[src/rtl/dmac_dest_fifo_inf.sv]
// dmac_dest_fifo_inf
// Destination-side FIFO interface of the DMA controller. Accepts the
// controller's valid/ready data stream and hands one word per en strobe to a
// pull-style consumer (e.g. a DAC), flagging underflow when a strobe finds no
// data. Beats are counted into bursts (full bursts of C_BEATS_PER_BURST, or a
// short final burst qualified by eot). Each completed burst advances
// response_id so that the request side can retire it.
//
// Optional feature: define DMAC_DEST_UNDERFLOW_CNT_EN to add a saturating
// 16-bit underflow_count output. The counter clears on reset and on every
// rising edge of enable.
module dmac_dest_fifo_inf #(
    parameter int C_ID_WIDTH        = 3,
    parameter int C_DATA_WIDTH      = 64,
    parameter int C_BEATS_PER_BURST = 16
) (
    input  logic                    clk,
    input  logic                    resetn,

    input  logic                    enable,
    output logic                    enabled,

    input  logic                    sync_id,
    output logic                    sync_id_ret,

    input  logic [C_ID_WIDTH-1:0]   request_id,
    output logic [C_ID_WIDTH-1:0]   response_id,
    input  logic                    eot,

    input  logic                    en,
    output logic [C_DATA_WIDTH-1:0] dout,
    output logic                    valid,
    output logic                    underflow,

    input  logic                    fifo_valid,
    output logic                    fifo_ready,
    input  logic [C_DATA_WIDTH-1:0] fifo_data,

`ifdef DMAC_DEST_UNDERFLOW_CNT_EN
    output logic [15:0]             underflow_count,
`endif

    input  logic                    req_valid,
    output logic                    req_ready,
    input  logic [3:0]              req_last_burst_length
);

    typedef enum logic {
        IDLE   = 1'b0,
        ACTIVE = 1'b1
    } state_t;

    localparam logic [3:0]            LAST_BEAT = 4'(C_BEATS_PER_BURST - 1);
    localparam logic [C_ID_WIDTH-1:0] ID_ONE    = C_ID_WIDTH'(1);

    state_t                  state;
    state_t                  state_next;
    logic [3:0]              beat_cnt;
    logic [3:0]              last_len;

    logic                    pending;
    logic                    beat;
    logic                    eot_last;
    logic                    burst_last;
    logic                    disable_now;
    logic [C_ID_WIDTH-1:0]   id_plus_one;

    // Handshake and burst-boundary decode.
    assign sync_id_ret = sync_id;
    assign pending     = (response_id != request_id);
    assign fifo_ready  = en & enabled & pending & (state == ACTIVE);
    assign beat        = fifo_valid & fifo_ready;
    assign id_plus_one = response_id + ID_ONE;
    assign eot_last    = eot & (id_plus_one == request_id) & (beat_cnt == last_len);
    assign burst_last  = beat & ((beat_cnt == LAST_BEAT) | eot_last);
    assign req_ready   = (state == IDLE) & enable & enabled;

    // Once enable drops, shut down as soon as no burst is left half-done.
    // A beat landing on beat_cnt==0 starts a burst, so only its completion
    // may end it.
    assign disable_now = ~enable & (beat ? burst_last : (beat_cnt == 4'd0));

    // Next-state logic: take a request in IDLE, return on the eot-final beat
    // or when a disable is allowed to take effect.
    always_comb begin
        // NOTE: default assignment first so every path drives state_next and
        // no latch is inferred.
        state_next = state;
        case (state)
            IDLE:   if (req_valid & req_ready) state_next = ACTIVE;
            ACTIVE: if (burst_last & eot_last) state_next = IDLE;
            default: state_next = IDLE;
        endcase
        if (disable_now) state_next = IDLE;
    end

    // State register.
    always_ff @(posedge clk or negedge resetn) begin
        // NOTE: sequential state uses non-blocking assignments so every
        // register samples pre-edge values regardless of block ordering.
        if (!resetn) state <= IDLE;
        else         state <= state_next;
    end

    // enabled follows enable, but is held high until the running burst ends.
    always_ff @(posedge clk or negedge resetn) begin
        if (!resetn)          enabled <= 1'b0;
        else if (enable)      enabled <= 1'b1;
        else if (disable_now) enabled <= 1'b0;
    end

    // Burst tracking: beat counter, final-burst length and completion ID.
    always_ff @(posedge clk or negedge resetn) begin
        if (!resetn) begin
            beat_cnt    <= 4'd0;
            last_len    <= 4'd0;
            response_id <= '0;
        end else begin
            if (req_valid & req_ready) last_len <= req_last_burst_length;

            if (burst_last) begin
                beat_cnt    <= 4'd0;
                response_id <= id_plus_one;
            end else if (beat) begin
                beat_cnt    <= beat_cnt + 4'd1;
            end else if ((state == IDLE) & sync_id & enable) begin
                // Resynchronise and drop any stale pending bursts.
                response_id <= request_id;
            end
        end
    end

    // Registered read port: one cycle from en to dout/valid/underflow.
    always_ff @(posedge clk or negedge resetn) begin
        if (!resetn) begin
            dout      <= '0;
            valid     <= 1'b0;
            underflow <= 1'b0;
        end else if (en & beat) begin
            dout      <= fifo_data;
            valid     <= 1'b1;
            underflow <= 1'b0;
        end else if (en) begin
            valid     <= 1'b0;
            underflow <= enabled;
        end else begin
            valid     <= 1'b0;
            underflow <= 1'b0;
        end
    end

`ifdef DMAC_DEST_UNDERFLOW_CNT_EN
    logic enable_d;

    // Saturating underflow counter, cleared on each new enable.
    always_ff @(posedge clk or negedge resetn) begin
        if (!resetn) begin
            enable_d        <= 1'b0;
            underflow_count <= 16'd0;
        end else begin
            enable_d <= enable;
            if (enable & ~enable_d)
                underflow_count <= 16'd0;
            else if (underflow && underflow_count != 16'hFFFF)
                underflow_count <= underflow_count + 16'd1;
        end
    end
`endif

endmodule
[config.mk]
export PLATFORM = sky130hd
export DESIGN_NAME = dmac_dest_fifo_inf
export DESIGN_NICKNAME = d
export VERILOG_FILES = /design/src/rtl/dmac_dest_fifo_inf.sv
export SDC_FILE = /design/constraint.sdc
export NUM_CORES = 1
export LEC_CHECK = 0
export ABC_AREA = 1
export CORE_MARGIN = 2
export CORE_UTILIZATION = 38
export DETAILED_ROUTE_END_ITERATION = 6
export PLACE_DENSITY = 0.86
export SYNTH_ARGS = -nofsm -noshare
export SYNTH_HDL_FRONTEND = slang
export SYNTH_SLANG_ARGS = --single-unit
[constraint.sdc]
create_clock -name clk -period 1.5 [get_ports clk]
set_input_delay 0.375 -clock clk [delete_from_list [all_inputs] [get_ports clk]]
set_output_delay 0.375 -clock clk [all_outputs]
set_load 0.02 [all_outputs]
Word level (Yosys, flattened, before mapping). Cells that the tools add are included.

Register bits: 79. Output and inout bits: 73. Logic and storage cells: 53.

Bitwise logic cells: 18. Eq/ne operators: 5. Mux-type cells: 15. Reduce and logical (&&, ||, !) cells: 5. Add/subtract/negate cells: 2.

Operator list (count): $and A1 B1 Y1 (15); $mux W1 (9); $mux W3 (3); $mux W4 (2); $reduce_bool A2 Y1 (3); $add A4 B1 Y4 const B (1); $eq A4 B4 Y1 (1); $eq A4 B4 Y1 const B (1); $logic_not A4 Y1 (1); $add A3 B1 Y3 const B (1); $eq A3 B3 Y1 (1); $ne A3 B3 Y1 (1); $ne A2 B1 Y1 const B (1); $not A1 Y1 (2); $pmux W1 S2 (1); $reduce_and A2 Y1 (1); $or A1 B1 Y1 (1).

Longest topological paths before layout.
Depth in word-level cells: 10. Mapped depth: 12. Gate-level depth less buffers: 12.

Worst setup path after synthesis. OpenSTA, ideal clock, no wires.

Path kind: register to register. Start point: register enabled. End point: register last_len[2]. Clock period less this slack: 1797 ps. Path slack: -297 ps. Arrival time: 1673 ps. Stages on the path, launching flop included: 5. Buffers on the path: 0. Cell sequence: dfrtp_1 inv_1 nor3_1 nand2_1 mux2_2.

Word-level cells in the longest chain between the ends: 2.

RTL lines: from (decl) (RTL line 21) `output logic enabled,`; from (signal assigned) (RTL line 107) `if (!resetn) enabled <= 1'b0;`; from (signal assigned) (RTL line 108) `else if (enable) enabled <= 1'b1;`; from (signal assigned) (RTL line 109) `else if (disable_now) enabled <= 1'b0;`; $and A1 B1 Y1 (RTL line 76) `assign req_ready = (state == IDLE) & enable & enabled;`; named net req_ready (RTL line 44) `output logic req_ready,`; $and A1 B1 Y1 (RTL line 119) `if (req_valid & req_ready) last_len <= req_last_burst_length;`; to (signal assigned) (RTL line 119); to (decl) (RTL line 59) `logic [3:0] last_len;`.

The timed path passes the listed nets, and every way through them passes these cells. A chain may end at the register's enable or synchronous reset.

Final worst setup path.
Start point: register response_id[0]. End point: register state.

Word-level cells in the longest chain between the ends: 10. Elaborated cells between the ends (all ways): 16. Those cells by class: add/sub: 1; eq/ne: 2; mux: 4; bitwise: 9.

RTL lines: from (decl) (RTL line 27) `output logic [C_ID_WIDTH-1:0] response_id,`; from (signal assigned) (RTL line 123) `response_id <= id_plus_one;`; from (signal assigned) (RTL line 128) `response_id <= request_id;`; $add A3 B1 Y3 (RTL line 73) `assign id_plus_one = response_id + ID_ONE;`; $eq A3 B3 Y1 (RTL line 74) `assign eot_last = eot & (id_plus_one == request_id) & (beat_cnt == last_len);`; $and A1 B1 Y1 (2 in a row) (RTL line 74); $or A1 B1 Y1 (RTL line 75) `assign burst_last = beat & ((beat_cnt == LAST_BEAT) | eot_last);`; $and A1 B1 Y1 (RTL line 75); $and A1 B1 Y1 (RTL line 91) `ACTIVE: if (burst_last & eot_last) state_next = IDLE;`; $mux W1 (RTL line 91); $pmux W1 S2 (RTL line 89) `case (state)`; $mux W1 (*) (RTL line 94) `if (disable_now) state_next = IDLE;`; named net state_next (RTL line 57) `state_t state_next;`; to (signal assigned) (RTL line 102) `else state <= state_next;`; to (decl) (RTL line 56) `state_t state;`.

The timed path passes the listed nets; every way through them passes the cells marked *.

==> summary.txt <==
Cells and area
  – Area Overhead vs Synth: 89.64%
  – Register area: 1979 um^2
  – Antenna fix cells: 0
  – Multi-input logic area: 1430 um^2
  – Post-route insts no fill: 739
  – Final nets: 708
  – Proportion of layout cells with a drive suffix above 1: 25.67%
  – # fillers: 600

Critical path
  – Worst setup SP type: flop
  – RR Endpoint: state
  – Data arrival, critical path: 2060 ps
  – Reg2Reg Depth: 13
  – Flop2flop setup slack: -320 ps
  – FF-to-FF Start: response_id[0]
  – Critical path class: flop to flop
  – Data required, critical path: 1740 ps
  – Worst-path fanout max: 3
  – Critical path endpoint category: flop

Logic synthesis
  – Mapped Avg Cell Area: 8.307 um^2
  – Cells after synthesis: 410
  – Async SR Flop Fraction: 100.0%
  – Area contributors post-synth: dfrtp_1, nand2_1, inv_1
  – Post-synth EDFFs: 0
  – Yosys cell types: 19
  – Synth top area share: 58.05%
  – Post-synthesis sequential area ratio: 58.05%
  – YS warnings: 0
  – #FFs+latches synth: 79
  – Post-synth top cells: nand2_1, dfrtp_1, inv_1, nand3_1
  – Mapped Area: 3406 um^2
  – Post-Synthesis Net Count: 492
  – Most frequent cell after synthesis: nand2_1
  – Post-synthesis cell type with the largest combined area: dfrtp_1
  – Most used DFF post-synth: dfrtp_1

Clock tree
  – Clock Tree Buf Depth: 2
  – CTS tree: done
  – Clock latency on the worst-skew pair: 350 ps
  – H-tree Lvls: 3
  – Number of hold buffers added after cts: 0
  – Clk root buf: clkbuf_8
  – Clock slew at reported path FFs: 80 ps
  – Number of buffers created by CTS: 9
  – Clk sinks: 79

Die
  – Starting Density: 39.05%
  – Core Area: 8721 um^2
  – Die height: 98.67 um
  – Num rows: 34
  – Die ar.: 9736 um^2
  – I/O pin total: 152
  – Die Wd: 98.67 um

Detailed routing
  – # DRC: 0
  – Total Wirelength: 12110 um
  – 1st-iter DRT viols: 112
  – Routed Antenna Nets: 0
  – Vias per cell: 4.805
  – Routed WL per cell: 16.39 um
  – Via Count: 3551
  – Detailed Routing Iterations Pass 1: 4

Timing
  – Unrepaired setup endpoints after global routing: yes
  – Slew headroom: 71.48%
  – Clock skew: 9.228 ps
  – Post-Route Setup TNS: -15750 ps
  – Max Fclk: 0.5505 GHz
  – Final setup vio count: 79
  – WHS: 42.79 ps
  – Final WS setup: -316.4 ps
  – Worst Max-Slew Pin Slew: 427.8 ps
  – Pins Over Slew Limit: 0
  – Final period util: 121.1%
  – Final Hold Viols: 0
  – Period minus WS final: 1816 ps

Global routing
  – Remaining Overflow, GRT: 0
  – Largest net degree at the start of global routing: 80
  – Gr usage total: 24.72%
  – Number of global-route vias before repair: 3798
  – Initial antenna violation count: 0
  – First-pass GRT wire length: 18860 um

Place
  – GP Congestion: 0.8994
  – Dpl ws: -773.7 ps
  – Port Buffers: 151
  – Inst Count DP: 682
  – DPL Wire Length: 6809 um

Power
  – LEAKAGE: 3.440 nW
  – Clock network power share: 15.4%
  – Switch Pwr: 4.891 mW
  – Comb power frac: 53.4%
  – Power density over the cells: 1893 nW/um^2
  – Power share of the sequential group: 31.2%
  – Sw Ratio: 40.01%
  – Final Total Pwr: 12.22 mW
  – Peak VDD IR: 0.9295 mV
  – Internal: 7.332 mW

Run status
  – Status: finished, violations left
  – Failing checks: setup timing

Worst hold path
  – Hold crit path type: input port to async pin

Run
  – # Max-Cap Violations: 0
registers in the layout (all words and copies together), names as in the netlist:
register / count
beat_cnt: 4
state: 1
response_id: 3
valid: 1
last_len: 4
enabled: 1
underflow: 1
dout: 64
how the worst max path moves through the flow:
stage | start | endpoint | slack [ps] | cells past startpoint
finish | response_id[0] | state | -320 | 13
global placement | request_id[2] | fifo_ready | -700 | 8
detailed placement | request_id[2] | fifo_ready | -770 | 8
CTS | response_id[0] | beat_cnt[1] | -280 | 12
global route | response_id[0] | state | -390 | 12
floorplan | response_id[0] | beat_cnt[1] | -40 | 11
per-layer routing:
layer / part of all wire (%) / track usage (%) / vias up
li1: - / - / 1672
met1: 40 / 30.00 / 1707
met2: 52 / 43.49 / 150
met3: 6.2 / 5.816 / 22
met4: 1.9 / 8.114 / 0
met5: 0 / 0 / -
worst max-delay path: stages, from the launching register on:
cell     delay (ps)
dfrtp_2         450
buf_12          140
ha_4            210
inv_2            40
nand2_1          50
nand2_1          80
nand3_2          90
nor2_2          130
nand2_2         110
buf_6           140
nand3_4          70
nand3_2          90
nand2_1          80
inv_1            40
area by class of cell:
class                           count  share of cell area (%)
Clock buffer                       11                   2.034
Clock inverter                      5                   1.647
Inverter                           31                   2.053
Multi-Input combinational cell    284                   22.14
Sequential cell                    79                   30.65
Tap cell                          108                   2.092
Timing Repair Buffer              220                   39.13
Timing Repair inverter              1                  0.2518
placed cells by master, fill, tap and decap left out, types with 2 or more instances in the layout:
cell | synthesis | routed
bufbuf_16 | 0 | 4
nand2_1 | 238 | 197
dfrtp_1 | 79 | 77
buf_6 | 7 | 15
dlygate4sd2_1 | 0 | 64
clkdlybuf4s15_1 | 0 | 5
buf_16 | 0 | 11
nand3_1 | 17 | 10
nor2_2 | 0 | 3
nand3_2 | 2 | 6
buf_4 | 5 | 28
a21oi_1 | 6 | 5
nor2_1 | 7 | 4
inv_2 | 3 | 5
ha_1 | 3 | 2
nand2_4 | 0 | 5
buf_8 | 0 | 2
clkbuf_1 | 4 | 2
inv_1 | 28 | 25
dfrtp_2 | 0 | 2
bufinv_16 | 0 | 3
o21ai_2 | 0 | 2
o21ai_1 | 3 | 2
buf_12 | 0 | 15
nand2_2 | 0 | 35
xor2_1 | 2 | 2
clkdlybuf4s50_1 | 0 | 72
clkbuf_8 | 0 | 9
nand3_4 | 1 | 4
through the flow:
step | utilization (%) | instance area (um^2)
after floorplan | - | 3431
after global placement | 59.90 | 5224
after detailed placement | 59.90 | 5224
after CTS | 71.65 | 6248
after global routing | 74.06 | 6459
final | 74.06 | 6459
power by group through the flow:
stage | Clock (mW) | Sequential (mW) | Combinational (mW)
4_1_cts | 1.91 | 3.72 | 6.13
5_1_grt | 2.03 | 3.92 | 6.99
6_report | 1.89 | 3.81 | 6.52
2_1_floorplan | 0 | 4.77 | 1.68
3_3_place_gp | 0 | 3.72 | 5.33
3_5_place_dp | 0 | 3.77 | 5.51
cell families (layout without fill, tap and decap cells):
logic type	count (synthesis)	in the layout	share of synthesized area (%)
adders and majority gates	3	3	1.102
AOI/OAI and AO/OA	10	10	1.469
and+or+nand+nor	266	266	30.75
buffers and inverters	47	268	7.274
muxes	1	1	0.3306
xor gates and xnor gates	4	4	1.029
DFF	79	79	58.05
what timing repair did:
item,in CTS,in global routing
gates cloned,17,1
resized for setup,169,53
buffers inserted,18,8
pin swaps,9,16
setup endpoints to repair,148,88
No activity file was read; power rests on OpenSTA's default activity.
